--- src/rtl/reflex_pkg.sv ---
// Shared types and constants for the reflex timer: FSM states, BCD digits,
// LFSR taps and the LFSR step function.
package reflex_pkg;

  typedef enum logic [2:0] {
    S_IDLE,
    S_WAIT,
    S_RUN,
    S_DONE,
    S_FAULT
  } state_t;

  typedef logic [3:0] digit_t;

  // Fibonacci taps 16,14,13,11 -> bit positions 15,13,12,10
  localparam logic [15:0] LFSR_TAPS = 16'hB400;
  localparam digit_t      DIGIT_E   = 4'hE;
  localparam digit_t      DIGIT_9   = 4'h9;

  function automatic logic [15:0] lfsr_next(input logic [15:0] s);
    return {s[14:0], ^(s & LFSR_TAPS)};
  endfunction

endpackage

--- src/rtl/bcd_cnt4.sv ---
// Four-digit BCD up-counter with synchronous clear, increment enable and
// saturation at 9999 (sat flags the all-nines value).
module bcd_cnt4 import reflex_pkg::*; (
  input  logic       ck,
  input  logic       rst_n,
  input  logic       clr,
  input  logic       inc,
  output logic [3:0] d0,
  output logic [3:0] d1,
  output logic [3:0] d2,
  output logic [3:0] d3,
  output logic       sat
);

  assign sat = (d0 == DIGIT_9) && (d1 == DIGIT_9) && (d2 == DIGIT_9) && (d3 == DIGIT_9);

  always_ff @(posedge ck or negedge rst_n) begin
    if (!rst_n) begin
      d0 <= '0;
      d1 <= '0;
      d2 <= '0;
      d3 <= '0;
    end else if (clr) begin
      d0 <= '0;
      d1 <= '0;
      d2 <= '0;
      d3 <= '0;
    end else if (inc && !sat) begin
      if (d0 != DIGIT_9) begin
        d0 <= d0 + 4'd1;
      end else begin
        d0 <= '0;
        if (d1 != DIGIT_9) begin
          d1 <= d1 + 4'd1;
        end else begin
          d1 <= '0;
          if (d2 != DIGIT_9) begin
            d2 <= d2 + 4'd1;
          end else begin
            // d3 cannot be 9 here, otherwise sat would have blocked inc
            d2 <= '0;
            d3 <= d3 + 4'd1;
          end
        end
      end
    end
  end

endmodule

--- src/rtl/reflex_timer.sv ---
// Reaction timer: random wait, then lights led and counts ms in BCD until stop.
// Define REFLEX_BEST_EN to keep a best-time register on seg4..seg7.
//
// state   | meaning
// IDLE    | after reset, waiting for start
// WAIT    | random delay running, led off
// RUN     | led on, current time counting
// DONE    | reaction captured (or saturated at 9999)
// FAULT   | stop pressed during WAIT, current shows EEEE
module reflex_timer import reflex_pkg::*; #(
  parameter int          TICK_DIV    = 100_000,
  parameter int          MIN_WAIT_MS = 1000,
  parameter logic [15:0] LFSR_SEED   = 16'hACE1
) (
  input  logic       ck,
  input  logic       rst_n,
  input  logic       start,
  input  logic       stop,
  output logic       led,
  output logic [3:0] seg0,
  output logic [3:0] seg1,
  output logic [3:0] seg2,
  output logic [3:0] seg3,
  output logic [3:0] seg4,
  output logic [3:0] seg5,
  output logic [3:0] seg6,
  output logic [3:0] seg7
);

  localparam int PRE_W  = (TICK_DIV > 1) ? $clog2(TICK_DIV) : 1;
  localparam int WAIT_W = $clog2(MIN_WAIT_MS + 2048);

  state_t              state, state_nxt;
  logic [PRE_W-1:0]    presc;
  logic                tick;
  logic [WAIT_W-1:0]   wait_cnt;
  logic [15:0]         lfsr;
  logic                cnt_clr, cnt_inc, cnt_sat, wait_load;
  logic [3:0]          c0, c1, c2, c3;

  assign tick = (presc == PRE_W'(TICK_DIV - 1));

  always_ff @(posedge ck or negedge rst_n) begin
    if (!rst_n) state <= S_IDLE;
    else        state <= state_nxt;
  end

  always_comb begin
    state_nxt = state;
    cnt_clr   = 1'b0;
    cnt_inc   = 1'b0;
    wait_load = 1'b0;
    case (state)
      S_IDLE, S_DONE, S_FAULT: begin
        if (start) begin
          state_nxt = S_WAIT;
          cnt_clr   = 1'b1;
          wait_load = 1'b1;
        end
      end
      S_WAIT: begin
        if (stop)                                  state_nxt = S_FAULT;
        else if (tick && wait_cnt == WAIT_W'(1))   state_nxt = S_RUN;
      end
      S_RUN: begin
        // stop wins over a coincident tick, so the frozen value is not bumped
        if (stop)                  state_nxt = S_DONE;
        else if (tick && cnt_sat)  state_nxt = S_DONE;
        else if (tick)             cnt_inc   = 1'b1;
      end
      default: state_nxt = S_IDLE;
    endcase
  end

  // Restarting on every state change gives a full tick period after entering WAIT or RUN
  always_ff @(posedge ck or negedge rst_n) begin
    if (!rst_n)                           presc <= '0;
    else if (state_nxt != state || tick)  presc <= '0;
    else                                  presc <= presc + PRE_W'(1);
  end

  always_ff @(posedge ck or negedge rst_n) begin
    if (!rst_n)
      wait_cnt <= '0;
    else if (wait_load)
      wait_cnt <= WAIT_W'(MIN_WAIT_MS) + WAIT_W'(lfsr[10:0]);
    else if (state == S_WAIT && tick && wait_cnt != '0)
      wait_cnt <= wait_cnt - WAIT_W'(1);
  end

  always_ff @(posedge ck or negedge rst_n) begin
    if (!rst_n) lfsr <= LFSR_SEED;
    else        lfsr <= lfsr_next(lfsr);
  end

  always_ff @(posedge ck or negedge rst_n) begin
    if (!rst_n) led <= 1'b0;
    else        led <= (state_nxt == S_RUN);
  end

  bcd_cnt4 u_cur (
    .ck    (ck),
    .rst_n (rst_n),
    .clr   (cnt_clr),
    .inc   (cnt_inc),
    .d0    (c0),
    .d1    (c1),
    .d2    (c2),
    .d3    (c3),
    .sat   (cnt_sat)
  );

  assign seg0 = (state == S_FAULT) ? DIGIT_E : c0;
  assign seg1 = (state == S_FAULT) ? DIGIT_E : c1;
  assign seg2 = (state == S_FAULT) ? DIGIT_E : c2;
  assign seg3 = (state == S_FAULT) ? DIGIT_E : c3;

`ifdef REFLEX_BEST_EN
  logic [15:0] best;
  logic [15:0] cur;

  assign cur = {c3, c2, c1, c0};

  // Packed BCD compares correctly as binary; saturation exits never update best
  always_ff @(posedge ck or negedge rst_n) begin
    if (!rst_n)
      best <= 16'h9999;
    else if (state == S_RUN && stop && cur < best)
      best <= cur;
  end

  assign {seg7, seg6, seg5, seg4} = best;
`else
  assign seg4 = '0;
  assign seg5 = '0;
  assign seg6 = '0;
  assign seg7 = '0;
`endif

endmodule

--- config.mk ---
export PLATFORM = sky130hd
export DESIGN_NAME = reflex_timer
export DESIGN_NICKNAME = d
export VERILOG_FILES = /design/src/rtl/reflex_pkg.sv /design/src/rtl/bcd_cnt4.sv /design/src/rtl/reflex_timer.sv
export SDC_FILE = /design/constraint.sdc
export NUM_CORES = 1
export LEC_CHECK = 0
export CAP_MARGIN = 20
export CORE_AREA = 2 2 85 87
export CTS_CLUSTER_DIAMETER = 120
export DETAILED_ROUTE_END_ITERATION = 10
export DIE_AREA = 0 0 87 89
export GPL_TIMING_DRIVEN = 1
export PLACE_DENSITY = 0.75
export SYNTH_ARGS = -nofsm -noshare
export SYNTH_HDL_FRONTEND = slang
export SYNTH_SLANG_ARGS = --single-unit
--- constraint.sdc ---
create_clock -name ck -period 2.91 [get_ports ck]
set_clock_uncertainty 0.15 [all_clocks]
set_input_delay 0.291 -clock ck [delete_from_list [all_inputs] [get_ports ck]]
set_output_delay 0.291 -clock ck [all_outputs]
set_load 0.02 [all_outputs]
==> flow_metrics.env <==
export IMPL_crit_family="simple AND/OR/NAND/NOR gates"
export IMPL_synth_cell_type_count=60
export IMPL_netlist_area_um2=3620
export IMPL_initial_utilization_pct=53.9
export IMPL_layout_drive_gt1_share_pct=13.9
export IMPL_postSynthCellCount=370
export IMPL_grt_start_max_net_pins=25
export IMPL_post_route_drc_count=0
export IMPL_syn_to_final_growth_pct=12.4
export IMPL_vias=2753
export IMPL_rsz0062_at_grt="false"
export IMPL_maxSlewViolCount=0
export IMPL_avgSynthCellArea_um2=9.80
export IMPL_powerDensity_nw_per_um2=568
export IMPL_holdPathStages=0
export IMPL_worst_setup_path_end_kind="output pin"
export IMPL_cp_required_ps=2470
export IMPL_clkTransAtPathRegs_ps=70
export IMPL_cap_viol_max_count=0
export IMPL_vdd_drop_max_mv=0.304
export IMPL_clock_latency_ps=340
export IMPL_grt_use_total_pct=20.8
export IMPL_slew_headroom_pct=43.8
export IMPL_critPathKind="reg -> out"
export IMPL_place_gp_congestion=0.824
export IMPL_place_ws_ps=294
export IMPL_finalCriticalPeriod_ps=2630
export IMPL_hold_path_end="lfsr[15]$_DFF_PN1_"
export IMPL_hp_start="lfsr[14]$_DFF_PN0_"
export IMPL_fin_nets=403
export IMPL_min_period_over_period_pct=90.4
export IMPL_num_antenna_cells=0
export IMPL_cp_num_buf_inv=1
export IMPL_r2r_slack_ps=280
export IMPL_fmax_ghz=0.380
export IMPL_wl_mm=7.09
export IMPL_fillers=548
export IMPL_cts_tree="yes"
export IMPL_yosys_area_top_type="dfrtp_1"
export IMPL_cp_cell_sequence="nor2_1 > and2_2 > or2_2 > clkdlybuf4s50_1"
export IMPL_cp_data_arrival_time_ps=2190
export IMPL_antenna_left=0
export IMPL_placed_area_um2=3820
export IMPL_dr_wl_met2_mm=3.23
export IMPL_first_iter_violations=213
export IMPL_hold_class="reg -> reg"
export IMPL_die_h_um=89
export IMPL_wl_met1_mm=3.46
export IMPL_antenna_found_initial=0
export IMPL_synth_edf_count=0
export IMPL_top_layer_used="met4"
export IMPL_grt_overflow_total=0
export IMPL_clkSinkCount=65
export IMPL_final_cells=477
export IMPL_routed_wl_met3_um=274
export IMPL_timing_hold_ws_ps=204
export IMPL_max_stage_delay_ps=600
export IMPL_start_kind="register"
export IMPL_numPortBuffers=20
export IMPL_synth_top_cell_area_share_pct=39.4
export IMPL_die_x_um=87
export IMPL_layout_setup_ws_ps=280
export IMPL_dp_hpwl_mm=4.90
export IMPL_dr_pass1_iters=4
export IMPL_clock_path_buffers=2
export IMPL_synth_area_leaders="dfrtp_1 (39%), dfstp_2 (5.8%), xor2_1 (3.9%)"
export IMPL_num_io_pins=37
export IMPL_p_leak_nw=1.75
export IMPL_finalSetupViolCount=0
export IMPL_synth_seq_area_share_pct=45.2
export IMPL_via_per_inst=5.77
export IMPL_grt_pass1_wl_mm=12.4
export IMPL_rr_endpoint="wait_cnt[6]$_DFFE_PN0P_"
export IMPL_cp_max_fo=16
export IMPL_finalPower_mw=2.31
export IMPL_r2r_start="presc[0]$_DFF_PN0_"
export IMPL_hold_viol=0
export IMPL_synth_top_flop_cell="dfrtp_1"
export IMPL_async_flop_share_pct=100
export IMPL_synth_seq_cells=65
export IMPL_finalSetupTns_ps=0
export IMPL_clockRootBuffer="clkbuf_8"
export IMPL_tightest_slew_ps=843
export IMPL_fin_util_pct=60.6
export IMPL_coreArea_um2=6720
export IMPL_reg2reg_depth=6
export IMPL_grt_pass1_vias=2574
export IMPL_row_count=30
export IMPL_crit_slowest_cell="clkdlybuf4s50_1"
export IMPL_htreeDepth=3
export IMPL_yosys_warnings=0
export IMPL_post_drt_wl_per_cell_um=14.9
export IMPL_cts_buffers=9
export IMPL_status="complete, no violations"
export IMPL_dp_cells=460
export IMPL_design_area_um2=4070
export IMPL_die_area_um2=7740
## final cells by class
type                            count  area, um2  area share (%)
Clock buffer                       12        165            4.06
Clock inverter                      4       73.8            1.81
Inverter                            7       26.3           0.645
Multi-Input combinational cell    284       1840            45.1
Sequential cell                    65       1640            40.2
Tap cell                           80        100            2.46
Timing Repair Buffer               25        235            5.78
## power breakdown
| part | switching, mW | internal [mW] |
|---|---|---|
| combinational | 0.250 | 0.167 |
| sequential | 0.0556 | 0.946 |
| clock | 0.343 | 0.553 |
| total | 0.649 | 1.67 |
## registers in the layout (all words and copies together) (netlist names)
name and cells:
lfsr 16, state 3, u_cur.d3 4, u_cur.d1 4, presc 17, led 1
wait_cnt 12, u_cur.d0 4, u_cur.d2 4
## how the worst max path moves through the flow
stage                       startpoint                 endpoint  slack [ps]  cells past startpoint
global placement    presc[0]$_DFF_PN0_  u_cur.d2[3]$_DFFE_PN0P_         370                      6
CTS                 state[1]$_DFF_PN0_                  seg2[2]          90                      4
floorplan           presc[0]$_DFF_PN0_  u_cur.d2[3]$_DFFE_PN0P_         590                      7
global route        presc[0]$_DFF_PN0_  wait_cnt[6]$_DFFE_PN0P_          90                      6
detailed placement                stop  u_cur.d1[0]$_DFFE_PN0P_         290                      6
finish              state[1]$_DFF_PN0_                  seg2[3]         280                      4
## logic make-up (layout without fill, tap and decap cells)
family                     after synthesis  count (layout)  share of synthesized area, %
buffers and inverters                   36              48                          5.80
adders and majority gates                7               7                          2.42
and+or+nand+nor                        171             171                          28.5
xor gates and xnor gates                27              27                          6.52
muxes                                    4               4                          1.14
AOI/OAI and AO/OA                       59              59                          10.4
other                                    1              16                         0.103
DFF                                     65              65                          45.2
## worst register-to-register path, delay by kind of cell, from the launching register on
kind                     cells  cell delay, ps
AND/OR/NAND/NOR              4            1680
flip-flops                   1             390
adder cells (fa/ha/maj)      1             210
AO/OA/AOI/OAI                1             110
## cells in the final DEF (no fill, tap or decap), types with 2 or more instances in the layout
| cell type | Yosys | final |
|---|---|---|
| bufinv_16 | 0 | 2 |
| buf_4 | 17 | 4 |
| nand2b_1 | 7 | 7 |
| xor2_1 | 16 | 16 |
| nor4bb_1 | 2 | 2 |
| a31o_2 | 2 | 2 |
| dfstp_2 | 8 | 8 |
| o21ai_0 | 13 | 13 |
| nor3_1 | 3 | 3 |
| inv_1 | 7 | 7 |
| o211ai_1 | 3 | 3 |
| dfrtp_1 | 57 | 57 |
| or2_2 | 13 | 13 |
| nand2_1 | 27 | 27 |
| nor4b_1 | 2 | 2 |
| or3_1 | 9 | 9 |
| nor2b_1 | 6 | 6 |
| or4_1 | 8 | 8 |
| a41o_1 | 2 | 2 |
| nor2_1 | 35 | 35 |
| a21oi_1 | 14 | 14 |
| ha_1 | 7 | 7 |
| o31ai_1 | 3 | 3 |
| nand3_1 | 12 | 12 |
| and4bb_2 | 2 | 2 |
| mux2i_1 | 3 | 3 |
| nand4_1 | 9 | 9 |
| nor3b_1 | 3 | 3 |
| nand3b_1 | 3 | 3 |
| xnor2_1 | 11 | 11 |
| and2_1 | 6 | 5 |
| clkdlybuf4s50_1 | 0 | 19 |
| and3b_1 | 2 | 2 |
| and3_1 | 7 | 7 |
| conb_1 | 1 | 16 |
| and4_1 | 4 | 4 |
| clkbuf_8 | 0 | 12 |
| a31oi_1 | 12 | 12 |
## what timing repair did
item,4_1_cts,5_1_grt
endpoints found under the setup margin,0,12
setup buffers,0,0
hold buffers,1,0
gates resized for setup,0,1
hold endpoints to repair,22,0
## synth_stat cells (8+ instances only)
| library cell | instances |
|---|---|
| o21ai_0 | 13 |
| a21oi_1 | 14 |
| nand2_1 | 27 |
| nand3_1 | 12 |
| dfrtp_1 | 57 |
| xnor2_1 | 11 |
| nor2_1 | 35 |
| or4_1 | 8 |
| buf_4 | 17 |
| or2_2 | 13 |
| clkbuf_1 | 8 |
| or3_1 | 9 |
| dfstp_2 | 8 |
| a31oi_1 | 12 |
| xor2_1 | 16 |
| nand4_1 | 9 |
## per-layer routing
metal	GRT usage [%]	up-vias
met4	8.81	0
met3	4.80	7
met1	28.2	1349
met2	32.2	59
li1	-	1338
met5	0	-
No activity file was read; power rests on OpenSTA's default activity.
